<file path="config.mk">
export PLATFORM = sky130hd
export DESIGN_NAME = seq_shift_add_multiplier
export DESIGN_NICKNAME = d
export VERILOG_FILES = /design/src/rtl/seq_mul_pkg.sv /design/src/rtl/seq_mul_dp.sv /design/src/rtl/seq_shift_add_multiplier.sv
export SDC_FILE = /design/constraint.sdc
export NUM_CORES = 1
export LEC_CHECK = 0
export BUFFER_PORTS_ARGS = -buffer_cell sky130_fd_sc_hd__buf_2
export CAP_MARGIN = 10
export CORE_MARGIN = 2
export CORE_UTILIZATION = 25
export DETAILED_ROUTE_END_ITERATION = 8
export GPL_TIMING_DRIVEN = 0
export MAX_ROUTING_LAYER = met4
export PLACE_DENSITY = 0.49
export SLEW_MARGIN = 20
export SYNTH_ARGS = -nofsm -noshare
export SYNTH_HDL_FRONTEND = slang
export SYNTH_SLANG_ARGS = --single-unit
</file>
<file path="constraint.sdc">
create_clock -name clk -period 1.8 [get_ports clk]
set_clock_uncertainty 0.2 [all_clocks]
set_input_delay 0.18 -clock clk [delete_from_list [all_inputs] [get_ports clk]]
set_output_delay 0.18 -clock clk [all_outputs]
set_load 0.005 [all_outputs]
</file>
<file path="src/rtl/seq_mul_pkg.sv">
// ---------------------------------------------------------------------------
// seq_mul_pkg - shared types and helpers for the shift-add multiplier. Rev 1.0
// ---------------------------------------------------------------------------
`default_nettype none

package seq_mul_pkg;

  localparam int MAX_WIDTH = 32;

  typedef enum logic [1:0] {
    IDLE = 2'd0,
    CALC = 2'd1,
    DONE = 2'd2
  } state_e;

  function automatic int cnt_w(input int width);
    return $clog2(width) + 1;
  endfunction

endpackage

`default_nettype wire

</file>
<file path="src/rtl/seq_mul_dp.sv">
// ---------------------------------------------------------------------------
// seq_mul_dp - accumulator/shift register with a WIDTH+1-bit add/sub. Rev 1.0
// ---------------------------------------------------------------------------
`default_nettype none

module seq_mul_dp #(
  parameter int WIDTH = 8
) (
  input  logic               clk,
  input  logic               rst_n,
  input  logic               load_i,
  input  logic               step_i,
  input  logic               last_i,
  input  logic               sgn_i,
  input  logic [WIDTH-1:0]   a_i,
  input  logic [WIDTH-1:0]   b_i,
  output logic [2*WIDTH-1:0] acc_o
);

  logic [WIDTH-1:0] hi_q, hi_d;
  logic [WIDTH-1:0] lo_q, lo_d;
  logic [WIDTH-1:0] mcand_q, mcand_d;
  logic             sgn_q, sgn_d;
  logic [WIDTH:0]   w_ext_hi;
  logic [WIDTH:0]   w_ext_a;
  logic [WIDTH:0]   w_sum;

  // In signed mode the extra bit is a sign extension, otherwise it holds the carry.
  assign w_ext_hi = {sgn_q & hi_q[WIDTH-1], hi_q};
  assign w_ext_a  = {sgn_q & mcand_q[WIDTH-1], mcand_q};

  always_comb begin
    w_sum = w_ext_hi;
    if (lo_q[0]) begin
      // The multiplier MSB carries negative weight in two's complement.
      if (sgn_q && last_i) w_sum = w_ext_hi - w_ext_a;
      else                 w_sum = w_ext_hi + w_ext_a;
    end
  end

  always_comb begin
    hi_d    = hi_q;
    lo_d    = lo_q;
    mcand_d = mcand_q;
    sgn_d   = sgn_q;
    if (load_i) begin
      hi_d    = '0;
      lo_d    = b_i;
      mcand_d = a_i;
      sgn_d   = sgn_i;
    end else if (step_i) begin
      hi_d = w_sum[WIDTH:1];
      lo_d = {w_sum[0], lo_q[WIDTH-1:1]};
    end
  end

  always_ff @(posedge clk or negedge rst_n) begin
    if (!rst_n) begin
      hi_q    <= '0;
      lo_q    <= '0;
      mcand_q <= '0;
      sgn_q   <= 1'b0;
    end else begin
      hi_q    <= hi_d;
      lo_q    <= lo_d;
      mcand_q <= mcand_d;
      sgn_q   <= sgn_d;
    end
  end

  assign acc_o = {hi_q, lo_q};

endmodule

`default_nettype wire

</file>
<file path="src/rtl/seq_shift_add_multiplier.sv">
// ---------------------------------------------------------------------------
// seq_shift_add_multiplier - one bit per clock shift-add multiplier, valid/ready I/O. Rev 1.0
// Optional SEQ_MUL_SIGNED_EN adds signed_op for two's-complement operands.
// ---------------------------------------------------------------------------
`default_nettype none

module seq_shift_add_multiplier
  import seq_mul_pkg::*;
#(
  parameter int WIDTH = 8
) (
  input  logic               clk,
  input  logic               rst_n,
  input  logic               in_valid,
  output logic               in_ready,
  input  logic [WIDTH-1:0]   a,
  input  logic [WIDTH-1:0]   b,
`ifdef SEQ_MUL_SIGNED_EN
  input  logic               signed_op,
`endif
  output logic               out_valid,
  input  logic               out_ready,
  output logic [2*WIDTH-1:0] product
);

  localparam int             CW       = cnt_w(WIDTH);
  localparam logic [CW-1:0]  LAST_CNT = CW'(WIDTH - 1);

  state_e          state_q, state_d;
  logic [CW-1:0]   cnt_q, cnt_d;
  logic            w_accept;
  logic            w_step;
  logic            w_last;
  logic            w_sgn;

`ifdef SEQ_MUL_SIGNED_EN
  assign w_sgn = signed_op;
`else
  assign w_sgn = 1'b0;
`endif

  // Ready is forced low while reset is asserted, not just while in IDLE.
  assign in_ready  = rst_n && (state_q == IDLE);
  assign out_valid = (state_q == DONE);
  assign w_accept  = in_valid && in_ready;
  assign w_step    = (state_q == CALC);
  assign w_last    = w_step && (cnt_q == LAST_CNT);

  always_comb begin
    state_d = state_q;
    cnt_d   = cnt_q;
    case (state_q)
      IDLE: if (w_accept) begin
        state_d = CALC;
        cnt_d   = '0;
      end
      CALC: begin
        if (w_last) begin
          state_d = DONE;
          cnt_d   = '0;
        end else begin
          cnt_d = cnt_q + 1'b1;
        end
      end
      DONE: if (out_ready) state_d = IDLE;
      default: begin
        state_d = IDLE;
        cnt_d   = '0;
      end
    endcase
  end

  always_ff @(posedge clk or negedge rst_n) begin
    if (!rst_n) begin
      state_q <= IDLE;
      cnt_q   <= '0;
    end else begin
      state_q <= state_d;
      cnt_q   <= cnt_d;
    end
  end

  seq_mul_dp #(
    .WIDTH (WIDTH)
  ) u_dp (
    .clk    (clk),
    .rst_n  (rst_n),
    .load_i (w_accept),
    .step_i (w_step),
    .last_i (w_last),
    .sgn_i  (w_sgn),
    .a_i    (a),
    .b_i    (b),
    .acc_o  (product)
  );

endmodule

`default_nettype wire
</file>
# Yosys cells after proc, flatten, opt, wreduce, memory -nomap -nowiden
# Cells that the tools add are included.
[op_classes]
n_eq_ne = 6
reduce_logical = 7
add_sub_neg = 2
mux = 12
bitwise_logic = 1
[ops]
columns = ["operator", "n"]
rows = [
  ["8-bit 2-to-1 mux", 4],
  ["4-bit one-hot mux with 3 select lines", 1],
  ["8-bit by 8-bit adder with 9-bit output", 1],
  ["9-bit 2-to-1 mux", 1],
  ["4-bit 2-to-1 mux", 2],
  ["2-bit 2-to-1 mux", 3],
  ["2-bit by 1-bit inequality test with 1-bit output (second input constant)", 3],
  ["2-bit one-hot mux with 3 select lines", 1],
  ["4-bit by 1-bit adder with 4-bit output (second input constant)", 1],
  ["4-bit by 3-bit equality test with 1-bit output (second input constant)", 1],
  ["1-bit logical AND", 3],
  ["3-bit AND reduction", 1],
  ["2-bit by 1-bit equality test with 1-bit output (second input constant)", 1],
  ["2-bit equality test (second input constant)", 1],
  ["2-bit logical NOT", 1],
  ["2-bit AND reduction", 1],
  ["2-bit nonzero test", 1],
  ["1-bit inverter", 1],
]
[word_totals]
ff_bits = 30
word_cells = 33
in_bits = 20
output_inout_bits = 18

# Logic depth before layout (Yosys ltp)
# Gate-level depths: netlist (run 1).
[depth]
word_depth = 5
depth_mapped = 8

# Modules after synthesis
# Synthesis (run 1) repeated with hierarchy kept, for this count alone.
[hier_totals]
cells_unflattened = 203
hier_area_um2 = 1948.1
[modules_own_cells]
columns = ["mod", "seq_area_each_um2", "n_inst", "area_per_inst_um2", "cells_per_inst"]
rows = [
  ["seq_mul_dp", 625.6, 1, 1637.8, 173],
  ["seq_shift_add_multiplier", 150.1, 1, 310.3, 30],
]

# Worst setup path before layout (run 1)
# Ideal clock, no wire load.
[synth_path]
path_type = "reg2reg"
from = "register u_dp.hi_q[0]"
to = "register u_dp.hi_q[5]"
arrival_ps = 1770
required_ps = 1534
path_stages_with_launch = 9
setup_slack_ps = -235
path_cell_list = "dfrtp_1 -> ha_1 -> inv_1 -> fa_1 -> nor2b_1 -> o31ai_1 -> a21oi_1 -> mux2_2 -> nand2_1"
[synth_between]
elab_chain_len = 4
[synth_rtl]
columns = ["element", "line", "source"]
rows = [
  ["start, declared", "seq_mul_dp.sv:20", "logic [WIDTH-1:0] hi_q, hi_d;"],
  ["start signal, assigned", "seq_mul_dp.sv:64", "hi_q <= hi_d;"],
  ["8-bit by 8-bit adder with 9-bit output", "seq_mul_dp.sv:37", "else w_sum = w_ext_hi + w_ext_a;"],
  ["9-bit 2-to-1 mux", "seq_mul_dp.sv:34", "if (lo_q[0]) begin"],
  ["8-bit 2-to-1 mux", "seq_mul_dp.sv:51", "end else if (step_i) begin"],
  ["8-bit 2-to-1 mux", "seq_mul_dp.sv:46", "if (load_i) begin"],
]
# Every way passes these cells. The select of a mux whose other input is x is not followed.
# A chain may end at the register's enable or synchronous reset.

# Final worst setup path (run 1)
# Ends and elaborated chain as after synthesis.

==> impl_metrics.py, run 1 <==
metrics = {
    "worst_setup_path": {
        "crit_type": "register to register",
        "path_max_fanout": 2,
        "required_ps": 1820,
        "cp-end-kind": "register",
        "start_kind": "register",
        "critPathArrivalTime_ps": 2050,
    },
    "cells_and_area": {
        "area_growth_pct": 49.3,
        "fin_area_mm2": 0.00241,
        "antenna_cells": 0,
        "fin_util_pct": 38.2,
        "layout-drive-gt1-share_pct": 39.1,
        "multi_input_area_um2": 910,
        "seq_area_um2": 753,
        "n_fill_cell": 665,
        "final_nets": 263,
        "fin_cells": 310,
    },
    "detailed_routing": {
        "drc_errors": 0,
        "drt_iter0_drc": 44,
        "via_per_inst": 4.81,
        "detail-route-antenna-nets": 0,
        "first_pass_iters": 5,
        "wire_per_inst_um": 14.1,
        "drt-total-wl_mm": 4.38,
        "vias": 1490,
    },
    "synth": {
        "post-synth-top-count-cell": "dfrtp_1",
        "ys.flop_type": "dfrtp_1",
        "syn-num-nets": 189,
        "synth_top_area_share_pct": 46.5,
        "synth_area_mm2": 0.00162,
        "synth_edf_count": 0,
        "yosys-top-cells-count": "30 x dfrtp_1, 17 x nand2_1, 12 x inv_1, 10 x o21ai_0, 9 x ha_1",
        "ys_seq_area_share_pct": 46.5,
        "synthArstFlopShare_pct": 100,
        "yosysWarnings": 0,
        "syn_inst": 159,
        "ys_types": 39,
        "synthTopCellsByArea": "dfrtp_1 46%, ha_1 7.0%, mux2_2 5.6%",
        "yosysTopAreaCell": "dfrtp_1",
        "yosys_register_bits": 30,
        "syn_avg_cell_area_um2": 10.2,
    },
    "place": {
        "pre_cts_ws_ps": -435,
        "dpl.cell_count": 273,
        "port_buffers": 37,
        "gp_routability_congestion": 0.709,
        "dp_hpwl_mm": 2.98,
        "place_area_mm2": 0.00195,
    },
    "power_and_ir_drop": {
        "p_leak_nw": 1.14,
        "power.total_mw": 4.02,
        "vdd_drop_max_uv": 651,
        "power_density_mw_per_mm2": 1670,
    },
    "clock_network": {
        "numCtsBuffers": 5,
        "numClockSinks": 30,
        "cts_buffer_depth": 2,
        "htreeDepth": 2,
        "root_buffer": "clkbuf_8",
        "path_clk_slew_ps": 60,
        "clk_latency_ps": 280,
        "cts_tree": "yes",
    },
    "floorplanning": {
        "io_pins": 38,
        "initial_core_util_pct": 25.6,
        "dieArea_mm2": 0.00712,
        "die_height_um": 84.4,
        "die_w_um": 84.4,
        "num_rows": 29,
        "core_mm2": 0.00631,
    },
    "sta": {
        "fin_ws_ps": -234,
        "report.final.slew_viol_count": 0,
        "hold_viol": 0,
        "holdWs_ps": 117,
        "max_clock_freq_mhz": 492,
        "setup_tns_ps": -478,
        "maxSlewHeadroom_pct": 71.3,
        "finalCritPeriodShare_pct": 113,
        "setup_viol": 5,
        "rsz0062_at_grt": "true",
        "worst_slew_pin_slew_ps": 431,
        "period_minus_slack_ps": 2030,
    },
    "run_status": {
        "status": "finished, violations left",
        "violations": "setup timing",
    },
    "grt": {
        "grt_usage_pct": 13.9,
        "grt_pass1_vias": 1555,
        "antenna_found_initial": 0,
        "gr-total-overflow": 0,
        "grt_pass1_wl_mm": 7.65,
        "grt_start_max_net_pins": 31,
    },
    "hold_path": {
        "min_path_type": "input pin to register",
    },
    "job": {
        "cap_viol_max_count": 0,
    },
}
==> worst paths after layout <==
check / startpoint / endpoint / slack [ps] / cells past startpoint
max: u_dp.hi_q[0] / u_dp.hi_q[5] / -230 / 8
min: in_valid / u_dp.mcand_q[0] / 120 / 3
max reg2reg: u_dp.hi_q[0] / u_dp.hi_q[5] / -230 / 8
min reg2reg: cnt_q[3] / cnt_q[3] / 280 / 1
max in group asynchronous: rst_n / u_dp.hi_q[3] / 960 / 3
min in group asynchronous: rst_n / cnt_q[3] / 260 / 3
==> per-layer routing <==
metal | vias up | share of wire [%] | global-route usage (%)
met5 | - | 0 | -
met2 | 45 | 47 | 21.8
met4 | 0 | 0.43 | 3.03
li1 | 725 | - | -
met1 | 718 | 48 | 18.0
met3 | 2 | 4.6 | 4.13
==> timing repair <==
action	in CTS	in global routing
hold endpoints to repair	47	0
pin swaps	6	8
setup endpoints to repair	18	14
hold buffers	19	0
buffers inserted	8	3
resized for setup	7	20
==> cell type report <==
type | instances | share of cell area (%)
Multi-Input combinational cell | 109 | 37.7
Sequential cell | 30 | 31.2
Timing Repair Buffer | 67 | 19.7
Tap cell | 77 | 3.99
Clock buffer | 7 | 3.16
Buffer | 8 | 2.39
Inverter | 12 | 1.87
==> cell usage in the layout (no fill, tap or decap), drive strengths merged, types with 6 or more instances in the layout <==
master / n
clkbuf: 9
o21ai: 11
mux2: 8
dlygate4sd3: 18
nand2: 17
buf: 55
inv: 12
ha: 9
dfrtp: 30
nor2: 6
a21oi: 7
a222oi: 7
==> power by group <==
group / internal [mW] / switching [mW]
clock: 0.266 / 0.254
sequential: 0.974 / 0.256
combinational: 1.19 / 1.08
total: 2.43 / 1.59
==> state kept, by name, summed over array words and instances, names as in the netlist <==
signal / count
u_dp.lo_q: 8
u_dp.hi_q: 8
cnt_q: 4
u_dp.mcand_q: 8
state_q: 2
==> critical path, stage by stage (launching register included) <==
cell and delay, ps:
dfrtp_1 360, ha_2 190, inv_2 40, fa_2 360
nor2b_4 160, o31ai_4 90, a21oi_2 200, mux2_4 320
nand2_2 60
==> cells by family (layout without fill, tap and decap cells) <==
family                     after synthesis  in the layout  share of synthesized area, %
AOI/OAI and AO/OA                       45             45                          19.9
xor gates and xnor gates                 1              1                         0.542
adders and majority gates               10             10                          8.21
buffers and inverters                   20             94                          5.27
DFF                                     30             30                          46.5
muxes                                   10             10                          6.82
and+or+nand+nor                         43             43                          12.8
Note: power is estimated with default switching activity, not from simulation.
==> run 2: changes to the inputs <==
--- a/config.mk
+++ b/config.mk
@@ -8,11 +8,12 @@
 export BUFFER_PORTS_ARGS = -buffer_cell sky130_fd_sc_hd__buf_2
 export CAP_MARGIN = 10
 export CORE_MARGIN = 2
-export CORE_UTILIZATION = 25
+export CORE_UTILIZATION = 40
 export DETAILED_ROUTE_END_ITERATION = 8
 export GPL_TIMING_DRIVEN = 0
 export MAX_ROUTING_LAYER = met4
-export PLACE_DENSITY = 0.49
+export PLACE_DENSITY = 0.69
+export RECOVER_POWER = 100
 export SLEW_MARGIN = 20
 export SYNTH_ARGS = -nofsm -noshare
 export SYNTH_HDL_FRONTEND = slang
==> run 2 against run 1 <==
Effect of this change: clock power increased by 8.8%; flip-flop and latch count unchanged; utilization increased by 20 points; worst setup slack got worse by 7.0 ps; critical endpoint unchanged; power decreased by 3.7%; die area decreased by 36%; the run still ends with setup timing left; largest power group unchanged; critical path depth unchanged.
==> impl_metrics.py, run 2 (synthesis results as in run 1) <==
metrics = {
    "run_status": {
        "status": "finished, violations left",
        "violations": "setup timing",
    },
    "power_and_ir_drop": {
        "p_leak_nw": 1.08,
        "power_density_mw_per_mm2": 1690,
        "vdd_drop_max_uv": 765,
    },
    "worst_setup_path": {
        "crit_chain": "ha_2, inv_2, fa_2, nor2b_4, o31ai_2, a21oi_2, mux2_4, nand2_1",
        "cp_slowest_cell": "dfrtp_1",
        "path_max_fanout": 2,
        "start_kind": "register",
        "critPathArrivalTime_ps": 2060,
        "cpPeakStageDelay_ps": 370,
        "required_ps": 1820,
        "cp-end-kind": "register",
        "r2r_cells": 8,
        "crit_type": "register to register",
    },
    "detailed_routing": {
        "detail-route-antenna-nets": 0,
        "first_pass_iters": 5,
        "via_per_inst": 5.26,
        "drt-total-wl_mm": 4.09,
        "vias": 1499,
        "drc_errors": 0,
        "wire_per_inst_um": 14.4,
        "drt_iter0_drc": 79,
    },
    "hold_path": {
        "min_path_type": "input pin to register",
        "hold_depth": 3,
    },
    "sta": {
        "max_clock_freq_mhz": 490,
        "worst_slew_pin_slew_ps": 788,
        "finalCritPeriodShare_pct": 113,
        "period_minus_slack_ps": 2040,
        "report.final.slew_viol_count": 0,
        "setup_viol": 11,
        "fin_ws_ps": -241,
        "maxSlewHeadroom_pct": 47.5,
        "holdWs_ps": 206,
        "hold_viol": 0,
        "rsz0062_at_grt": "true",
    },
    "cells_and_area": {
        "layout-drive-gt1-share_pct": 31.9,
        "reg_top3": "u_dp.hi_q: 8 flops, u_dp.lo_q: 8 flops, u_dp.mcand_q: 8 flops",
        "final_nets": 264,
        "final_cell_mix": "34 x buf_2, 30 x dfrtp_1, 18 x dlygate4sd3_1, 17 x nand2_1, 16 x clkbuf_1",
        "antenna_cells": 0,
        "fin_cells": 285,
        "final_common_cell": "buf_2",
        "n_fill_cell": 359,
        "fin_util_pct": 58.1,
        "fin_area_mm2": 0.00229,
        "area_growth_pct": 41.8,
    },
    "job": {
        "cap_viol_max_count": 0,
    },
    "place": {
        "port_buffers": 37,
        "dpl.cell_count": 246,
        "place_area_mm2": 0.00192,
        "gp_routability_congestion": 0.798,
        "dp_hpwl_mm": 2.71,
    },
    "clock_network": {
        "root_buffer": "clkbuf_8",
        "numClockSinks": 30,
        "htreeDepth": 2,
        "numCtsBuffers": 5,
        "path_clk_slew_ps": 70,
        "cts_buffer_depth": 2,
        "clk_latency_ps": 290,
        "cts_tree": "yes",
    },
    "grt": {
        "grt_pass1_wl_mm": 6.57,
        "gr-total-overflow": 0,
        "grt_usage_pct": 20.1,
        "antenna_found_initial": 0,
        "grt_pass1_vias": 1404,
        "grt_start_max_net_pins": 31,
    },
    "floorplanning": {
        "core_mm2": 0.00394,
        "die_w_um": 67.5,
        "initial_core_util_pct": 41.0,
        "num_rows": 23,
        "die_height_um": 67.5,
        "io_pins": 38,
        "dieArea_mm2": 0.00456,
    },
}
[run 2: critical path, delay by kind of cell (launching register included)]
family / cells / cell delay, ps
adder cells (fa/ha/maj): 2 / 550
flip-flops: 1 / 370
multiplexers: 1 / 320
AO/OA/AOI/OAI: 2 / 300
buffers and inverters: 1 / 40
AND/OR/NAND/NOR: 2 / 190
[run 2: repair_timing]
item / CTS / global route
endpoints found under the hold margin: 47 / 0
setup endpoints to repair: 16 / 13
resized for setup: 8 / 6
setup buffers: 11 / 1
pin swaps: 5 / 5
hold buffers: 19 / 0
[run 2: routing by layer]
layer / vias up / part of all wire (%) / track usage (%)
met5: - / 0 / -
met4: 0 / 2.0 / 8.93
met3: 9 / 4.7 / 3.67
met2: 44 / 47 / 30.9
met1: 716 / 46 / 25.8
li1: 730 / - / -
[run 2: cell type report]
cell class / instances / area (um2) / area share, %
Clock buffer: 7 / 86.3 / 3.77
Clock inverter: 1 / 5.00 / 0.218
Inverter: 12 / 45.0 / 1.97
Timing Repair Buffer: 68 / 429 / 18.7
Tap cell: 50 / 62.6 / 2.73
Multi-Input combinational cell: 109 / 872 / 38.1
Buffer: 8 / 40.0 / 1.75
Sequential cell: 30 / 751 / 32.8
[run 2: path summary, 6_finish.rpt]
path	startpoint	to	slack [ps]
worst max-delay path	u_dp.mcand_q[0]	u_dp.hi_q[5]	-240
worst min-delay path	in_valid	u_dp.mcand_q[0]	210
worst max register to register	u_dp.mcand_q[0]	u_dp.hi_q[5]	-240
worst min register to register	cnt_q[3]	cnt_q[3]	280
max in group asynchronous	rst_n	u_dp.hi_q[5]	400
min in group asynchronous	rst_n	u_dp.mcand_q[2]	500
[run 2: metrics by stage]
stage	TNS (ps)	setup WS, ps	total power [mW]
floorplan	-228	-201	2.52
global placement	-7370	-415	3.00
detailed placement	-8230	-457	3.05
CTS	-398	-203	3.89
global route	-2310	-299	4.18
finish	-1030	-241	3.87
[run 2: power by group]
part / switching [mW] / internal (mW) / total (mW)
registers: 0.238 / 0.971 / 1.21
logic: 1.05 / 1.05 / 2.10
clock network: 0.258 / 0.308 / 0.566
==> run 3: changes to the inputs <==
--- a/config.mk
+++ b/config.mk
@@ -14,6 +14,7 @@
 export MAX_ROUTING_LAYER = met4
 export PLACE_DENSITY = 0.69
 export RECOVER_POWER = 100
+export REMOVE_ABC_BUFFERS = 1
 export SLEW_MARGIN = 20
 export SYNTH_ARGS = -nofsm -noshare
 export SYNTH_HDL_FRONTEND = slang
==> run 3 against run 2 <==
Effect of this change: the run still ends with setup timing left; design area rose by 2.5%; maximum frequency rose by 1.8%; flip-flop and latch count unchanged; register-to-register slack better by 40 ps; critical path depth stayed put; final cell count fell by 2.5%; first-iteration DRC count grew 89%; clock-buffer cell count is the same; critical path type unchanged.
==> impl_metrics.py, run 3 (synthesis results as in run 1) <==
metrics = {
    "hold_path": {
        "hold_depth": 3,
        "min_from": "in_valid",
        "min_path_type": "input pin to register",
        "whs_endpoint": "u_dp.hi_q[1]",
    },
    "worst_setup_path": {
        "timing.rr.start": "u_dp.hi_q[0]",
        "crit_type": "register to register",
        "reg2reg_setup_slack_ps": -200,
        "required_ps": 1830,
        "critPathArrivalTime_ps": 2030,
        "r2r-end": "u_dp.hi_q[5]",
        "path_max_fanout": 2,
        "cp-end-kind": "register",
        "start_kind": "register",
        "r2r_cells": 8,
    },
    "grt": {
        "grt_pass1_wl_mm": 6.31,
        "antenna_found_initial": 0,
        "grt_usage_pct": 19.5,
        "grt_pass1_vias": 1378,
        "gr-total-overflow": 0,
        "grt_start_max_net_pins": 31,
    },
    "detailed_routing": {
        "first_pass_iters": 4,
        "drt_iter0_drc": 149,
        "drc_errors": 0,
        "via_per_inst": 5.26,
        "drt-total-wl_mm": 4.10,
        "vias": 1463,
        "detail-route-antenna-nets": 0,
        "wire_per_inst_um": 14.7,
    },
    "floorplanning": {
        "io_pins": 38,
        "dieArea_mm2": 0.00456,
        "num_rows": 23,
        "initial_core_util_pct": 41.0,
        "die_height_um": 67.5,
        "die_w_um": 67.5,
        "core_mm2": 0.00394,
    },
    "cells_and_area": {
        "final_common_cell": "buf_2",
        "reg_top3": "u_dp.hi_q: 8 flops, u_dp.lo_q: 8 flops, u_dp.mcand_q: 8 flops",
        "fin_util_pct": 59.6,
        "area_growth_pct": 45.4,
        "final_cell_mix": "32 x buf_2, 28 x dfrtp_1, 18 x dlygate4sd3_1, 17 x nand2_1, 12 x buf_4",
        "final_nets": 258,
        "fin_area_mm2": 0.00235,
        "n_fill_cell": 315,
        "layout-drive-gt1-share_pct": 37.7,
        "antenna_cells": 0,
    },
    "sta": {
        "hold_viol": 0,
        "setup_viol": 5,
        "fin_ws_ps": -205,
        "rsz0062_at_grt": "true",
        "period_minus_slack_ps": 2000,
        "worst_slew_pin_slew_ps": 737,
        "report.final.slew_viol_count": 0,
        "max_clock_freq_mhz": 499,
        "maxSlewHeadroom_pct": 50.8,
        "finalCritPeriodShare_pct": 111,
    },
    "run_status": {
        "status": "finished, violations left",
        "violations": "setup timing",
    },
    "clock_network": {
        "path_clk_slew_ps": 60,
        "cts_buffer_depth": 2,
        "cts_tree": "yes",
        "numCtsBuffers": 5,
        "htreeDepth": 2,
        "clk_latency_ps": 290,
        "numClockSinks": 30,
        "root_buffer": "clkbuf_8",
    },
    "power_and_ir_drop": {
        "p_leak_nw": 1.10,
        "vdd_drop_max_uv": 743,
        "power_density_mw_per_mm2": 1680,
    },
    "place": {
        "dp_hpwl_mm": 2.32,
        "port_buffers": 37,
        "gp_routability_congestion": 0.828,
        "place_area_mm2": 0.00183,
    },
    "job": {
        "cap_viol_max_count": 0,
    },
}
==> run 3: cell count changes in the layout (fill, tap and decap cells not counted), sizes merged <==
cell,previous run,this run
clkinv,1,0
buf,40,45
and2,2,3
clkbuf,25,13
==> run 3: repair_timing <==
| item | 4_1_cts | 5_1_grt |
|---|---|---|
| gates resized for setup | 23 | 15 |
| setup endpoints to repair | 28 | 16 |
| cloned | 0 | 1 |
| hold endpoints to repair | 47 | 0 |
| pin swaps | 7 | 16 |
| buffers inserted | 9 | 5 |
| hold buffers | 19 | 0 |
==> run 3: how the worst max path moves through the flow <==
stage / from / to / slack, ps / cells past startpoint
global route: u_dp.hi_q[0] / u_dp.hi_q[5] / -260 / 8
detailed placement: rst_n / cnt_q[2] / -860 / 6
finish: u_dp.hi_q[0] / u_dp.hi_q[5] / -200 / 8
CTS: u_dp.mcand_q[0] / u_dp.hi_q[5] / -200 / 8
global placement: rst_n / cnt_q[3] / -850 / 6
floorplan: u_dp.hi_q[0] / u_dp.hi_q[5] / -240 / 8
==> run 3: metrics by stage <==
stage	power, mW	TNS, ps	setup WS, ps	hold slack [ps]	cells
floorplan	2.34	-1480	-237	-316	151
global placement	2.78	-15990	-851	57.4	238
detailed placement	2.81	-16800	-863	66.0	238
CTS	3.73	-673	-204	196	273
global route	4.25	-1210	-263	273	278
finish	3.95	-676	-205	217	278
==> run 3: area by class of cell <==
cell class,instances,area (um2),area share (%)
multi-input cells,110,946,40.3
flip-flops and latches,30,753,32.1
clock buffers,7,76.3,3.25
inverters,12,45.0,1.92
repair buffers,69,465,19.8
well taps,50,62.6,2.66
==> run 3: routing by layer <==
layer,track usage (%),wire length (um)
met1,24.0,1790
met2,30.0,1980
met3,4.50,239
met4,9.95,90
met5,-,0
==> run 3: where the power goes <==
group          internal (mW)  total [mW]  switching, mW  leakage, nW
registers              0.975        1.26          0.281        0.376
logic                   1.12        2.18           1.07        0.685
clock network          0.265       0.507          0.241       0.0383
total                   2.36        3.95           1.59         1.10
==> run 3: worst max-delay path, cell delays in order, from the launching register on <==
cell,delay [ps]
dfrtp_1,360
ha_2,190
inv_2,40
fa_2,370
nor2b_4,170
o31ai_4,70
a21oi_2,170
mux2_4,310
nand2_1,50
